[config.mk]
export PLATFORM = sky130hd
export DESIGN_NAME = opcode_inject
export DESIGN_NICKNAME = d
export VERILOG_FILES = /design/src/rtl/opcode_inject.sv
export SDC_FILE = /design/constraint.sdc
export NUM_CORES = 1
export LEC_CHECK = 0
export CAP_MARGIN = 20
export CORE_UTILIZATION = 47
export DETAILED_ROUTE_END_ITERATION = 16
export GPL_ROUTABILITY_DRIVEN = 0
export MAX_ROUTING_LAYER = met4
export PLACE_DENSITY = 0.82
export SETUP_SLACK_MARGIN = 0.15
export SYNTH_ARGS = -nofsm -noshare
export SYNTH_HDL_FRONTEND = slang
export SYNTH_SLANG_ARGS = --single-unit
[constraint.sdc]
create_clock -name clk -period 4.7 [get_ports clk]
set_input_delay 0.47 -clock clk [delete_from_list [all_inputs] [get_ports clk]]
set_output_delay 0.47 -clock clk [all_outputs]
set_load 0.05 [all_outputs]
[src/rtl/opcode_inject.sv]
// Z80 trap opcode injector: forces CALL TRAP_VECTOR onto the data bus at the next instruction fetch.
// Optional watchdog abort when INJECT_WATCHDOG_EN is defined.
module opcode_inject #(
    parameter logic [15:0] TRAP_VECTOR = 16'h0066,
    parameter logic [7:0]  TIMEOUT     = 8'd255
) (
    input  logic       clk,
    input  logic       rst_n,
    input  logic       m1_n,
    input  logic       mreq_n,
    input  logic       rd_n,
    input  logic       new_isr,
    input  logic       trap_req,
    output logic [7:0] data_out,
    output logic       data_oe,
    output logic       mem_inhibit,
    output logic       busy,
    output logic       trap_ack,
    output logic       inject_err
);

    typedef enum logic [2:0] {
        IDLE,
        ARMED,
        OPC,
        LO,
        HI
    } state_t;

    state_t state, state_n;

    // [0],[1] synchronize; [2] holds the previous synchronized value
    logic [2:0] m1_sy;
    logic [2:0] mreq_sy;
    logic [2:0] rd_sy;
    logic [1:0] nisr_sy;

    logic m1_fall;
    logic rd_end;
    logic nisr;
    logic inj;
    logic wd_hit;
    logic ack_set;
    logic req_low_seen;
    logic ack_q;

    always_ff @(posedge clk or negedge rst_n) begin
        if (!rst_n) begin
            m1_sy   <= 3'b111;
            mreq_sy <= 3'b111;
            rd_sy   <= 3'b111;
            nisr_sy <= 2'b00;
        end else begin
            m1_sy   <= {m1_sy[1:0], m1_n};
            mreq_sy <= {mreq_sy[1:0], mreq_n};
            rd_sy   <= {rd_sy[1:0], rd_n};
            nisr_sy <= {nisr_sy[0], new_isr};
        end
    end

    assign m1_fall = m1_sy[2] & ~m1_sy[1];
    // MREQ and RD rise together at the end of a read, so use MREQ aligned with the old RD
    assign rd_end  = ~rd_sy[2] & rd_sy[1] & ~mreq_sy[2];
    assign nisr    = nisr_sy[1];
    assign inj     = (state == OPC) || (state == LO) || (state == HI);

`ifdef INJECT_WATCHDOG_EN
    logic [7:0] wd_cnt;
    logic       err_q;

    assign wd_hit = inj && (wd_cnt == TIMEOUT);

    always_ff @(posedge clk or negedge rst_n) begin
        if (!rst_n) begin
            wd_cnt <= 8'd0;
            err_q  <= 1'b0;
        end else begin
            err_q <= wd_hit & ~rd_end;
            if (state_n != state) begin
                wd_cnt <= 8'd0;
            end else if (inj) begin
                wd_cnt <= wd_cnt + 8'd1;
            end
        end
    end

    assign inject_err = err_q;
`else
    assign wd_hit     = 1'b0;
    assign inject_err = 1'b0;
`endif

    always_comb begin
        state_n = state;
        ack_set = 1'b0;
        unique case (state)
            IDLE: begin
                if (trap_req && req_low_seen) state_n = ARMED;
            end
            ARMED: begin
                if (m1_fall && nisr) state_n = OPC;
                else if (!trap_req)  state_n = IDLE;
            end
            OPC: begin
                if (rd_end)      state_n = LO;
                else if (wd_hit) state_n = IDLE;
            end
            LO: begin
                if (rd_end)      state_n = HI;
                else if (wd_hit) state_n = IDLE;
            end
            HI: begin
                if (rd_end) begin
                    state_n = IDLE;
                    ack_set = 1'b1;
                end else if (wd_hit) begin
                    state_n = IDLE;
                end
            end
            default: state_n = IDLE;
        endcase
    end

    always_ff @(posedge clk or negedge rst_n) begin
        if (!rst_n) begin
            state        <= IDLE;
            ack_q        <= 1'b0;
            req_low_seen <= 1'b1;
        end else begin
            state <= state_n;
            ack_q <= ack_set;
            if (!trap_req) begin
                req_low_seen <= 1'b1;
            end else if (ack_set) begin
                req_low_seen <= 1'b0;
            end
        end
    end

    always_comb begin
        data_out = 8'h00;
        unique case (state)
            OPC:     data_out = 8'hCD;
            LO:      data_out = TRAP_VECTOR[7:0];
            HI:      data_out = TRAP_VECTOR[15:8];
            default: data_out = 8'h00;
        endcase
    end

    // Raw pins here: the synchronized copies are too late for Z80 read data setup
    assign data_oe = ((state == OPC) & ~m1_n |
                      ((state == LO) | (state == HI)) & m1_n) &
                     ~mreq_n & ~rd_n;

    assign mem_inhibit = data_oe;
    assign busy        = (state != IDLE);
    assign trap_ack    = ack_q;

endmodule

==> Word-level counts from Yosys, hierarchy flattened <==
Index checks and enable logic that the tools add are counted.
{ "totals": {"regBits": 16, "latchBits": 0, "ramBits": 0, "mem_bits_ro": 0, "input_bits": 7, "output_inout_bits": 13, "elab_cells": 49, "mem_count": 0} }
{ "classes": {"addsub": 0, "multipliers": 0, "div_mod_pow": 0, "magnitude_cmp": 0, "n_eq_ne": 10, "shift": 0, "mux": 12, "n_bitwise": 15, "reduce_logical": 5} }
{ "ops": {"columns": ["operator", "n"], "rows": [
  ["two-way mux 3 bit", 6],
  ["one-hot mux 8 bit (2 select lines)", 1],
  ["one-hot mux 3 bit (5 select lines)", 1],
  ["!= test 2 bit, second input constant", 4],
  ["bitwise AND 1 bit", 7],
  ["equality test 3 x 2 -> 1 bit, second input constant", 2],
  ["NOT 1 bit", 6],
  ["AND reduction 5 bit", 1],
  ["two-way mux 1 bit", 4],
  ["equality test 3 x 1 -> 1 bit, second input constant", 1],
  ["equality test 3 bit, second input constant", 1],
  ["logical NOT 3 bit", 1],
  ["!= test 3 bit, second input constant", 1],
  ["nonzero test 3 bit", 1],
  ["logical AND 1 bit", 2],
  ["!= test 2 x 1 -> 1 bit, second input constant", 1],
  ["bitwise OR 1 bit", 2]
]} }

==> Longest topological paths before layout <==
Gate-level depths: netlist (run 1).
{ "logic_depth": {"ltp_word": 7, "depth_mapped": 5, "ltp_nobuf": 4} }

==> Worst setup path after synthesis (run 1) <==
No wires, ideal clock.
{ "synth_timing": {"path_kind": "register to output", "start": "reg state[2]", "end": "out mem_inhibit", "t_arrival_ns": 2.696, "t_required_ns": 4.230, "setup_slack_ns": 1.534, "path_stages_with_launch": 6, "path_buffers": 1, "path_cell_list": "dfrtp_1 > or2b_2 > inv_1 > a2bb2oi_1 > nor3_1 > buf_4"} }
{ "synth_between": {"elab_chain_cells": 6, "word_cells_on_any_way": 9, "cone_classes": "eq/ne: 3; bitwise: 6"} }
{ "synth_rtl": {"columns": ["item", "line", "source"], "rows": [
  ["start: declaration", "30", "state_t state, state_n;"],
  ["start signal: assignment", "130", "state <= state_n;"],
  ["equality test 3 x 2 -> 1 bit or equality test 3 bit (tied branches)", "152", "((state == LO) | (state == HI)) & m1_n) &"],
  ["bitwise OR 1 bit", "152", null],
  ["bitwise AND 1 bit", "152", null],
  ["bitwise OR 1 bit *", "151", "assign data_oe = ((state == OPC) & ~m1_n |"],
  ["bitwise AND 1 bit *", "152", null],
  ["bitwise AND 1 bit *", "153", "~mreq_n & ~rd_n;"],
  ["end: declaration", "16", "output logic mem_inhibit,"]
]} }
Every way passes the cells marked *; elsewhere a longest branch is shown, timed or not.

==> Worst setup path after layout (run 1) <==
{ "layout_timing": {"start": "reg state[0]", "end": "out mem_inhibit"} }
Same word-level chain as after synthesis.

==> flow_metrics.py, run 1 <==
metrics = {
    "status": {
        "run_status": "complete, no violations",
    },
    "die": {
        "die_area_mm2": 0.001593,
        "fp.dieW_um": 39.92,
        "chip_height_um": 39.92,
        "initial_core_util": 0.5128,
        "std_cell_rows": 13,
        "ioPinCount": 20,
        "core_area_mm2": 0.001318,
    },
    "setup_path": {
        "cp_cell_sequence": "or3b_4, a2bb2oi_1, nor3_1, clkdlybuf4s50_1",
        "r2r.worst_path.cells": 4,
        "critPathLaunchType": "flop",
        "crit_family": "buffers and inverters",
        "max_stage_delay_ns": 0.85,
        "crit-reg2reg-capture": "state[0]$_DFFE_PN0P_",
        "path_depth": 4,
        "arrival_ns": 2.39,
        "worstSetupEndpointType": "primary output",
        "cp_max_fo": 8,
        "critical_path.reg2reg.startpoint": "state[0]$_DFFE_PN0P_",
        "setup.worst_path.class": "reg2out",
        "required_time_at_the_endpoint_of_the_critical_path_ns": 4.23,
        "reg2reg_setup_slack_ns": 3.08,
        "cp_slowest_cell": "sky130_fd_sc_hd__clkdlybuf4s50_1",
        "worstPathBufferInverterCount": 1,
    },
    "sta": {
        "period_needed_ns": 2.862,
        "timing_hold_violations_final": 0,
        "setup_total_negative_slack_ns": 0,
        "tightest_slew_ns": 0.6785,
        "clock_skew_ns": 0.01163,
        "setup_violations": 0,
        "period_share": 0.6088,
        "rsz_0062_raised_after_global_routing": "false",
        "fmaxAchievable_ghz": 0.3495,
        "max-slew-margin-rel": 0.5463,
        "finalMaxSlewViolations": 0,
    },
    "layout": {
        "antenna-diode-count": 0,
        "nNetsFinal": 74,
        "drive_gt1_frac": 0.3030,
        "layoutNonFillerInstCount": 81,
        "area_delta_synth_final_pct": 21.85,
    },
    "clock_network": {
        "clock_path_buffers": 2,
        "clock_sinks": 16,
        "cts.htree.levels": 1,
        "cts_hold_buf": 0,
        "clock_tree.root_cell": "sky130_fd_sc_hd__clkbuf_4",
        "cts.clk_slew.worst_paths_ns": 0.09,
        "cts.repair.resized": 0,
        "post_cts_buffers": 0,
        "tritoncts": "built",
        "cts_made_buffers": 3,
        "worstSkewPairLatency_ns": 0.27,
    },
    "logic_synthesis": {
        "synth_warnings": 0,
        "synth_cell_types": 24,
        "mappedNetlistArea_um2": 675.6,
        "synth_area_per_cell_um2": 12.75,
        "part_of_the_yosys_area_used_for_sequential_elements": 0.6111,
        "post_syn_instances": 53,
        "synth_seq_cells": 16,
    },
    "hold_path": {
        "min-delay-start": "m1_sy[0]$_DFF_PN1_",
        "hold_end": "m1_sy[1]$_DFF_PN1_",
        "timing.hold.worst.class": "reg2reg",
        "timing.hold.worst_path_depth": 0,
    },
    "routing": {
        "drt-initial-drc-count": 1,
        "ant_nets": 0,
        "remaining_drc_errors": 0,
        "detailroute.via_count": 403,
        "detail_route.wirelength_mm": 1.118,
        "avgViaCountPerCell": 4.975,
        "route.detailed.wl_per_inst_um": 13.80,
        "firstDrtPassIters": 3,
    },
    "place": {
        "port-buffer-count": 17,
        "dpl.hpwl_um": 851.8,
        "placedCellCount": 77,
    },
    "global_route": {
        "grt_pass1_vias": 393,
        "grt-ovfl-total": 0,
        "grt_antenna_before_repair": 0,
        "grt_first_pass_wirelength_mm": 1.821,
        "track_usage": 0.1921,
        "maximum_number_of_pins_on_one_net_before_global_route_repair": 17,
    },
    "power_and_ir_drop": {
        "cellLeakagePower_uw": 0.0003534,
        "cellPowerDensity_mw_per_mm2": 637.4,
        "max-vdd-ir-drop_mv": 0.3370,
    },
    "run": {
        "max_cap_violations": 0,
    },
}
[cells in the mapped netlist]
cell type	number	area [um^2]
sky130_fd_sc_hd__and2b_2	1	8.760
sky130_fd_sc_hd__dfstp_2	10	262.8
sky130_fd_sc_hd__a21oi_2	1	8.760
sky130_fd_sc_hd__nand3b_1	1	7.510
sky130_fd_sc_hd__a2bb2oi_1	1	8.760
sky130_fd_sc_hd__buf_4	8	60.06
sky130_fd_sc_hd__or3_1	1	6.260
sky130_fd_sc_hd__or3b_4	1	11.26
sky130_fd_sc_hd__o21ai_0	1	5.000
sky130_fd_sc_hd__a211o_2	1	10.01
sky130_fd_sc_hd__nor2_1	4	15.01
sky130_fd_sc_hd__dfrtp_1	6	150.1
sky130_fd_sc_hd__nor3b_2	1	12.51
sky130_fd_sc_hd__nor3_1	1	5.000
sky130_fd_sc_hd__nand2b_1	1	6.260
sky130_fd_sc_hd__mux2_4	1	15.01
sky130_fd_sc_hd__xnor2_1	1	8.760
sky130_fd_sc_hd__nor3b_1	1	7.510
sky130_fd_sc_hd__o32ai_1	2	17.52
sky130_fd_sc_hd__inv_1	4	15.01
sky130_fd_sc_hd__conb_1	1	3.750
sky130_fd_sc_hd__a21oi_1	2	10.01
sky130_fd_sc_hd__or2b_2	1	8.760
sky130_fd_sc_hd__buf_6	1	11.26
[cells by family (layout without fill, tap and decap cells)]
kind of cell	count (synthesis)	after routing	synth area share
other	1	2	0.005550
muxes	1	1	0.02222
AOI/OAI and AO/OA	8	8	0.08889
and+or+nand+nor	13	13	0.1315
xor gates and xnor gates	1	1	0.01297
DFF	16	16	0.6111
buffers and inverters	13	25	0.1278
[metal layers]
layer	share of wire	wire (um)	track usage
met2	0.51	575	0.2823
met5	0	0	-
met3	0.041	46	0.05682
met1	0.43	480	0.2397
met4	0.014	16	0.09483
[final cells by class]
cell class	instances	area, um^2
clock buffers	4	26.28
well taps	15	18.77
repair buffers	17	170.2
inverters	4	15.01
flip-flops and latches	16	412.9
multi-input cells	25	180.2
fillers	107	494.2
[worst max-delay path by stage]
| stage | endpoint | start | slack, ns |
|---|---|---|---|
| after global routing | data_oe | state[0]$_DFFE_PN0P_ | 1.71 |
| after detailed placement | data_oe | m1_n | 1.97 |
| after floorplan | mem_inhibit | state[2]$_DFFE_PN0P_ | 1.53 |
| after CTS | data_oe | state[0]$_DFFE_PN0P_ | 1.83 |
| after global placement | data_oe | m1_n | 2.04 |
| final | mem_inhibit | state[0]$_DFFE_PN0P_ | 1.84 |
[flip-flops by register name (all words and copies together) (netlist names)]
name / count
req_low_seen: 1
mreq_sy: 3
trap_ack: 1
nisr_sy: 2
state: 3
rd_sy: 3
m1_sy: 3
[where the power goes]
group	internal (uW)	switching, uW	leakage (uW)
Clock	32.8	38.0	0.0000150
Sequential	157	18.6	0.000180
Combinational	101	178	0.000158
Total	291	234	0.000353
[worst reg2reg max path: stages, from the launching register on]
cell and delay, ns:
sky130_fd_sc_hd__dfrtp_1 0.48, sky130_fd_sc_hd__or3b_4 0.46, sky130_fd_sc_hd__a21oi_2 0.14, sky130_fd_sc_hd__a211o_2 0.14, sky130_fd_sc_hd__mux2_4 0.30
[layout by cell type (no fill, tap or decap), types with 2 or more instances in the layout]
cell type	instances
sky130_fd_sc_hd__nor2_1	4
sky130_fd_sc_hd__o32ai_1	2
sky130_fd_sc_hd__dfstp_2	10
sky130_fd_sc_hd__conb_1	2
sky130_fd_sc_hd__clkdlybuf4s50_1	17
sky130_fd_sc_hd__clkbuf_4	3
sky130_fd_sc_hd__inv_1	4
sky130_fd_sc_hd__a21oi_1	2
sky130_fd_sc_hd__dfrtp_1	6
[metrics by stage]
stage          utilization  total power (uW)  instance area [um^2]  setup slack (ns)  hold WS [ns]
5_1_grt             0.6249             554.0                 823.3             1.706        0.3593
2_1_floorplan            -             407.1                 679.4             1.534        0.1744
4_1_cts             0.6249             527.5                 823.3             1.826        0.3535
3_5_place_dp        0.6049             455.7                 797.0             1.974        0.3448
3_3_place_gp        0.6049             449.2                 797.0             2.036        0.3321
6_report            0.6249             524.8                 823.3             1.839        0.3512
No activity file was read; power rests on OpenSTA's default activity.
==> run 2: changes to the inputs <==
--- a/config.mk
+++ b/config.mk
@@ -6,11 +6,11 @@
 export NUM_CORES = 1
 export LEC_CHECK = 0
 export CAP_MARGIN = 20
-export CORE_UTILIZATION = 47
+export CORE_UTILIZATION = 40
 export DETAILED_ROUTE_END_ITERATION = 16
 export GPL_ROUTABILITY_DRIVEN = 0
 export MAX_ROUTING_LAYER = met4
-export PLACE_DENSITY = 0.82
+export PLACE_DENSITY = 0.74
 export SETUP_SLACK_MARGIN = 0.15
 export SYNTH_ARGS = -nofsm -noshare
 export SYNTH_HDL_FRONTEND = slang
==> constraint.sdc (replaced) <==
create_clock -name clk -period 2.6 [get_ports clk]
set_input_delay 0.26 -clock clk [delete_from_list [all_inputs] [get_ports clk]]
set_output_delay 0.26 -clock clk [all_outputs]
set_load 0.05 [all_outputs]
==> flow_metrics.py, run 2 (synthesized netlist as in run 1, its figures left out) <==
metrics = {
    "status": {
        "run_status": "complete, no violations",
    },
    "setup_path": {
        "cp_cell_sequence": "or2b_2, nor2_1, clkdlybuf4s50_1",
        "crit_family": "buffers and inverters",
        "worstPathBufferInverterCount": 1,
        "setup.worst_path.class": "reg2out",
        "cp_max_fo": 6,
        "arrival_ns": 2.09,
        "reg2reg_setup_slack_ns": 0.96,
        "max_stage_delay_ns": 0.83,
        "required_time_at_the_endpoint_of_the_critical_path_ns": 2.34,
        "critPathLaunchType": "flop",
        "worstSetupEndpointType": "primary output",
        "cp_slowest_cell": "sky130_fd_sc_hd__clkdlybuf4s50_1",
    },
    "routing": {
        "detail_route.wirelength_mm": 1.007,
        "remaining_drc_errors": 0,
        "drt-initial-drc-count": 4,
        "avgViaCountPerCell": 4.780,
        "ant_nets": 0,
        "firstDrtPassIters": 4,
        "route.detailed.wl_per_inst_um": 12.28,
        "detailroute.via_count": 392,
    },
    "sta": {
        "fmaxAchievable_ghz": 0.4253,
        "tightest_slew_ns": 0.6985,
        "layout_setup_ws_ns": 0.2488,
        "setup_violations": 0,
        "period_needed_ns": 2.351,
        "setup_total_negative_slack_ns": 0,
        "max-slew-margin-rel": 0.5329,
        "period_share": 0.9043,
        "clock_skew_ns": 0.004687,
        "rsz_0062_raised_after_global_routing": "false",
        "finalMaxSlewViolations": 0,
        "timing_hold_violations_final": 0,
    },
    "clock_network": {
        "clock_path_buffers": 2,
        "cts_made_buffers": 3,
        "cts_hold_buf": 0,
        "cts.htree.levels": 1,
        "post_cts_buffers": 0,
        "worstSkewPairLatency_ns": 0.28,
        "cts.clk_slew.worst_paths_ns": 0.09,
        "cts.repair.resized": 0,
        "clock_sinks": 16,
        "clock_tree.root_cell": "sky130_fd_sc_hd__clkbuf_4",
        "tritoncts": "built",
    },
    "die": {
        "std_cell_rows": 14,
        "initial_core_util": 0.4383,
        "core_area_mm2": 0.001541,
        "ioPinCount": 20,
        "die_area_mm2": 0.001858,
        "chip_height_um": 43.10,
        "fp.dieW_um": 43.10,
    },
    "place": {
        "port-buffer-count": 17,
        "dpl.hpwl_um": 721.4,
        "place_worst_setup_slack_ns": 0.5667,
    },
    "global_route": {
        "grt_antenna_before_repair": 0,
        "grt-ovfl-total": 0,
        "maximum_number_of_pins_on_one_net_before_global_route_repair": 17,
        "track_usage": 0.1426,
        "grt_first_pass_wirelength_mm": 1.807,
        "grt_pass1_vias": 387,
    },
    "layout": {
        "nNetsFinal": 74,
        "antenna-diode-count": 0,
        "utilization_of_the_core_after_routing": 0.5455,
        "layout_commonest_cell": "sky130_fd_sc_hd__clkdlybuf4s50_1",
        "area_delta_synth_final_pct": 24.44,
        "drive_gt1_frac": 0.3636,
        "most_frequent_cells_in_the_layout": "sky130_fd_sc_hd__clkdlybuf4s50_1 (15), sky130_fd_sc_hd__dfstp_2 (10), sky130_fd_sc_hd__dfrtp_1 (6), sky130_fd_sc_hd__inv_1 (4), sky130_fd_sc_hd__nor2_1 (4)",
    },
    "power_and_ir_drop": {
        "cellLeakagePower_uw": 0.0003672,
        "total_power_uw": 982.4,
        "cellPowerDensity_mw_per_mm2": 1168,
        "max-vdd-ir-drop_mv": 0.6404,
    },
    "hold_path": {
        "timing.hold.worst.class": "reg2reg",
    },
    "run": {
        "max_cap_violations": 0,
    },
}
## run 2: cell count changes in the layout (fill, tap and decap cells not counted), sizes merged
cell	before	now
buf	0	2
clkdlybuf4s50	17	15
## run 2: layout make-up
type                    count  area (um^2)
inverters                   4        15.01
fillers                   138        700.7
well taps                  16        20.02
clock buffers               4        36.28
flip-flops and latches     16        412.9
repair buffers             17        165.2
multi-input cells          25        191.4
## run 2: path summary, 6_finish.rpt
| path | startpoint | end | depth (start not counted) |
|---|---|---|---|
| worst max-delay path | state[2]$_DFFE_PN0P_ | data_out[7] | 3 |
| worst min-delay path | m1_sy[0]$_DFF_PN1_ | m1_sy[1]$_DFF_PN1_ | 0 |
| worst max register to register | state[0]$_DFFE_PN0P_ | state[0]$_DFFE_PN0P_ | 4 |
| worst min register to register | m1_sy[0]$_DFF_PN1_ | m1_sy[1]$_DFF_PN1_ | 0 |
| max in group asynchronous | rst_n | nisr_sy[1]$_DFF_PN0_ | 1 |
| min in group asynchronous | rst_n | state[1]$_DFFE_PN0P_ | 1 |
## run 2: stage by stage
step | std cells | instance area, um^2 | hold WS [ns]
3_3_place_gp | 78 | 804.5 | 0.3357
6_report | 82 | 840.8 | 0.3555
3_5_place_dp | 78 | 804.5 | 0.3371
5_1_grt | 82 | 840.8 | 0.3673
4_1_cts | 82 | 840.8 | 0.3580
2_1_floorplan | 54 | 690.7 | -0.03559
## run 2: layer usage
layer	up-vias	part of all wire	global-route usage
met5	-	0	-
met2	16	0.43	0.2000
met3	4	0.056	0.03830
met1	179	0.47	0.1727
li1	193	-	-
met4	0	0.038	0.1091
## run 2: report_power, final
group	internal, uW	switching, uW
clock network	85.2	75.5
logic	183	323
registers	283	33.2
==> patch 1: new RTL, config.mk and constraints of run 2 <==
The parameter `TRAP_VECTOR` goes from 16'h0066 to 16'h004C.
--- a/src/rtl/opcode_inject.sv
+++ b/src/rtl/opcode_inject.sv
@@ -1,7 +1,7 @@
 // Z80 trap opcode injector: forces CALL TRAP_VECTOR onto the data bus at the next instruction fetch.
 // Optional watchdog abort when INJECT_WATCHDOG_EN is defined.
 module opcode_inject #(
-    parameter logic [15:0] TRAP_VECTOR = 16'h0066,
+    parameter logic [15:0] TRAP_VECTOR = 16'h004C,
     parameter logic [7:0]  TIMEOUT     = 8'd255
 ) (
     input  logic       clk,
Behaviour: not the same (a bounded check fails within 10 cycles, from zero or initial values and one cycle with rst_n low).
==> patch 1 against run 2 <==
  * Final cell count is 2.4% lower
  * Synthesized area is 2.6% lower
  * Total power is 1.0% higher
  * Sequential power is 3% higher
  * Sequential cell count stayed put
  * Worst setup slack better by 0.092 ns
  * Final area is 2.7% lower
  * Routed wire length is 8.3% lower
  * Highest routed layer unchanged
==> patch 1: results (changes against run 2) <==
| Metric | Value |
|---|---|
| Final wirelength | `923 µm (was 1.01 mm)` |
| Antenna diodes | `0 (unchanged)` |
| Ys async rst share | `100% (unchanged)` |
| Synth Instances | `50 (was 53)` |
| CTS Buffer Depth | `2 (unchanged)` |
| Final Net Count | `72 (was 74)` |
| Largest net degree at the start of global routing | `17 (unchanged)` |
| Filler cell count in the final layout | `141 (was 138)` |
| CP delay by family, top | `simple AND/OR/NAND/NOR gates (was buffers and inverters)` |
| DP Worst Slack | `0.352 ns (was 0.567 ns)` |
| Final Core Density | `53.7% (was 54.5%)` |
| Cell area after placement | `785 µm² (was 805 µm²)` |
| Hold Path Class | `flop to flop (unchanged)` |
| Via-per-instance ratio | `4.98 (was 4.78)` |
| Clk_lat worst skew | `0.28 ns (about the same)` |
| Drt wl/cell | `11.5 µm (was 12.3 µm)` |
| Synth Area in Compound Gates | `9.13% (was 8.89%)` |
| CP Data Arrival Time | `2.00 ns (was 2.09 ns)` |
| Violation count after the first detailed-route iteration | `6 (was 4)` |
| Cts bufs inserted | `3 (unchanged)` |
| Setup Skew | `0.00650 ns (was 0.00469 ns)` |
| Vias in the first global route | `383 (was 387)` |
| Post-synthesis mux area share | `2.28% (was 2.22%)` |
| Clock root buffer | `clkbuf_4 (unchanged)` |
| Initial antenna violation count | `0 (unchanged)` |
| Clk slew on worst S/H paths | `0.09 ns (about the same)` |
| CP max stage cell | `dlygate4sd2_1 (was clkdlybuf4s50_1)` |
| Post-synthesis sequential area ratio | `62.7% (was 61.1%)` |
| Top cells by area, synth | `dfstp_2 40%, dfrtp_1 23%, buf_4 9.1% (was dfstp_2 39%, dfrtp_1 22%, buf_4 8.9%)` |
| Maxcap violations | `0 (unchanged)` |
| GRT Util Overall | `12.8% (was 14.3%)` |
| Synth cell types | `22 (was 24)` |
| Worst vdd ir | `0.789 mV (was 0.640 mV)` |
| Setup bufs post-CTS | `0 (unchanged)` |
| Max stage delay on crit path | `0.55 ns (was 0.83 ns)` |
| XOR/XNOR Fraction of Synth Area | `1.33% (was 1.30%)` |
| Outcome | `completed (unchanged)` |
| Share of cells above drive strength 1 | `31.3% (was 36.4%)` |
| Top cells by count, synth | `10 x dfstp_2, 8 x buf_4, 6 x dfrtp_1, 4 x inv_1 (was 10 x dfstp_2, 8 x buf_4, 6 x dfrtp_1, 4 x inv_1, 4 x nor2_1)` |
| First-pass GRT wire length | `1.61 mm (was 1.81 mm)` |
| Adder-Cell Fraction of Synth Area | `0% (unchanged)` |
| Leak | `0.360 nW (was 0.367 nW)` |
| Dpl cells | `76 (was 78)` |
| Htree depth | `1 (unchanged)` |
| PortBufs | `15 (was 17)` |
| Cell-internal power | `559 µW (was 551 µW)` |
| Crit path max fanout | `6 (unchanged)` |
| Drt first pass iters | `2 (was 4)` |
| Max-slew headroom | `55.7% (was 53.3%)` |
| Ys Warns | `0 (unchanged)` |
| Hpwl dp | `675 µm (was 721 µm)` |
-- patch 1: per-layer routing --
metal,vias to the layer above,wire (µm),global-route usage (%),part of all wire (%)
li1,189,-,-,-
met5,-,0,-,0
met2,16,434,19.1,47
met1,191,428,15.3,46
met4,0,10,9.38,1.1
met3,2,50,2.59,5.4
-- patch 1: cells by family after synthesis --
family	after synthesis
AOI/OAI and AO/OA	8
and+or+nand+nor	11
other	1
buffers and inverters	12
DFF	16
xor gates and xnor gates	1
muxes	1
-- patch 1: path summary, 6_finish.rpt --
path / cells after the start / end / slack (ns) / start
setup / recovery: 4 / data_oe / 0.34 / state[1]
hold / removal: 0 / nisr_sy[1] / 0.35 / nisr_sy[0]
setup reg to reg: 4 / state[0] / 1.01 / state[1]
hold reg to reg: 0 / nisr_sy[1] / 0.35 / nisr_sy[0]
max in group asynchronous: 1 / nisr_sy[0] / 1.79 / rst_n
min in group asynchronous: 1 / state[0] / 0.38 / rst_n
-- patch 1: final cells by class --
cell class,instances,share of cell area [%]
flip-flops and latches,16,50.5
clock buffers,4,4.43
multi-input cells,25,22.8
inverters,4,1.83
repair buffers,15,18.0
well taps,16,2.45
-- patch 1: power by group through the flow --
stage	Combinational [mW]	Sequential [mW]	Clock [mW]
6_report	0.508	0.327	0.158
5_1_grt	0.532	0.336	0.176
4_1_cts	0.511	0.327	0.166
3_5_place_dp	0.511	0.330	0
3_3_place_gp	0.506	0.330	0
2_1_floorplan	0.411	0.323	0
-- patch 1: what timing repair did --
action,in CTS,in global routing
setup endpoints to repair,2,0
hold buffers,0,0
resized for setup,2,0
==> patch 2: new RTL, flow settings as in run 2 <==
Made on the original files. Re-encode `state_t` (5 states) as one-hot, 5 bits wide.
--- a/src/rtl/opcode_inject.sv
+++ b/src/rtl/opcode_inject.sv
@@ -19,12 +19,12 @@
     output logic       inject_err
 );
 
-    typedef enum logic [2:0] {
-        IDLE,
-        ARMED,
-        OPC,
-        LO,
-        HI
+    typedef enum logic [4:0] {
+        IDLE  = 5'b00001,
+        ARMED = 5'b00010,
+        OPC   = 5'b00100,
+        LO    = 5'b01000,
+        HI    = 5'b10000
     } state_t;
 
     state_t state, state_n;
Function: no difference found for any inputs over 10 cycles, from zero or initial values and one cycle with rst_n low; not proved beyond that.
==> patch 2 against run 2 <==
  * Final area increased by 20%
  * Sequential cell count up 2
  * Routed wire length increased by 39%
  * Critical path depth is the same
  * Synthesized area is 25% higher
  * Sequential share of layout area fell by 3.0 points
  * Clock skew up 0.0074 ns
  * Final cell count grew 44%
  * Worst setup slack improved by 0.15 ns
  * Via count grew 54%
  * Maximum frequency increased by 6.9%
  * Largest cell class unchanged
Power is not compared: it rests on default switching activity, and its combinational part moved more than twofold at a synthesized area within 25%.
==> patch 2: results (changes against run 2) <==
| Metric | Value |
|---|---|
| Vias in the first global route | `543 (was 387)` |
| Clk cell area share | `3.60% (was 4.32%)` |
| Top cells by area, synth | `dfstp_2 34%, dfrtp_1 21%, buf_4 7.1% (was dfstp_2 39%, dfrtp_1 22%, buf_4 8.9%)` |
| First-pass GRT wire length | `2.28 mm (was 1.81 mm)` |
| Top cells by count, synth | `11 x dfstp_2, 8 x buf_4, 7 x dfrtp_1, 7 x nor2_1 (was 10 x dfstp_2, 8 x buf_4, 6 x dfrtp_1, 4 x inv_1, 4 x nor2_1)` |
| Final wirelength | `1.40 mm (was 1.01 mm)` |
| Share of cells above drive strength 1 | `24.2% (was 36.4%)` |
| Final Net Count | `99 (was 74)` |
| Max-slew headroom | `49.6% (was 53.3%)` |
| M1 WL | `626 µm (was 478 µm)` |
| Non-clk buf share | `16.3% (was 19.6%)` |
| Outcome | `completed (unchanged)` |
| DP Worst Slack | `0.424 ns (was 0.567 ns)` |
| Invs w/o clock | `2 (was 4)` |
| Reg2Reg Setup Slack | `1.16 ns (was 0.96 ns)` |
| Hpwl dp | `1.04 mm (was 721 µm)` |
| Hold_sp | `rd_sy[0] (was m1_sy[0])` |
| Cell area after placement | `980 µm² (was 805 µm²)` |
| Synth Area in Compound Gates | `11.3% (was 8.89%)` |
| Met1 Usage GRT | `17.8% (was 17.3%)` |
| Dpl cells | `114 (was 78)` |
| Reg area | `464 µm² (was 413 µm²)` |
| Post-synthesis mux area share | `1.33% (was 2.22%)` |
| Filler cell count in the final layout | `173 (was 138)` |
| Met2 routed WL | `677 µm (was 434 µm)` |
| Avg Cell Area, Syn | `10.7 µm² (was 12.7 µm²)` |
| CP Data Arrival Time | `1.94 ns (was 2.09 ns)` |
| Met3 Wirelength | `75 µm (was 56 µm)` |
| Fraction of area in multi-input gates | `29.9% (was 22.8%)` |
| Synth cell types | `28 (was 24)` |
| Grt met3 use | `4.15% (was 3.83%)` |
| Worst Hold Endpoint | `rd_sy[1] (was m1_sy[1])` |
| Worst Reg-to-Reg Cells | `3 (was 4)` |
| Non-Clock Buffer Count | `18 (was 17)` |
| Min Hold Slack | `0.360 ns (was 0.356 ns)` |
| Max stage delay on crit path | `0.70 ns (was 0.83 ns)` |
| Reg-to-reg critical path startpoint | `rd_sy[1] (was state[0])` |
| Crit path max fanout | `8 (was 6)` |
| Via-per-instance ratio | `5.12 (was 4.78)` |
| Synth Instances | `79 (was 53)` |
| Violation count after the first detailed-route iteration | `15 (was 4)` |
| Drt wl/cell | `11.9 µm (was 12.3 µm)` |
| Reg-to-Reg End | `state[4] (was state[0])` |
| GRT Util Overall | `15.3% (was 14.3%)` |
-- patch 2: changes by cell type after synthesis, moves of 3 or more --
cell     delta
nand2_1     +5
nor2_1      +3
nor3_1      +3
o21ai_0     +4
-- patch 2: how the worst max path moves through the flow --
stage                  end  cells after the start      from  slack, ns
2_1_floorplan  mem_inhibit                      5  state[2]       0.19
3_3_place_gp   data_out[0]                      3  state[1]       0.47
3_5_place_dp   data_out[3]                      3  state[1]       0.42
4_1_cts               busy                      3  state[0]       0.39
5_1_grt               busy                      3  state[0]       0.27
6_report              busy                      3  state[0]       0.40
-- patch 2: worst reg2reg max path, cell delays in order (launching register included) --
cell	delay, ns
dfstp_2	0.53
nor3b_2	0.36
nand3b_1	0.16
a2111oi_2	0.30
-- patch 2: repair_timing --
| action | 4_1_cts | 5_1_grt |
|---|---|---|
| setup endpoints to repair | 7 | 0 |
| hold buffers | 0 | 0 |
| gates resized for setup | 7 | 0 |
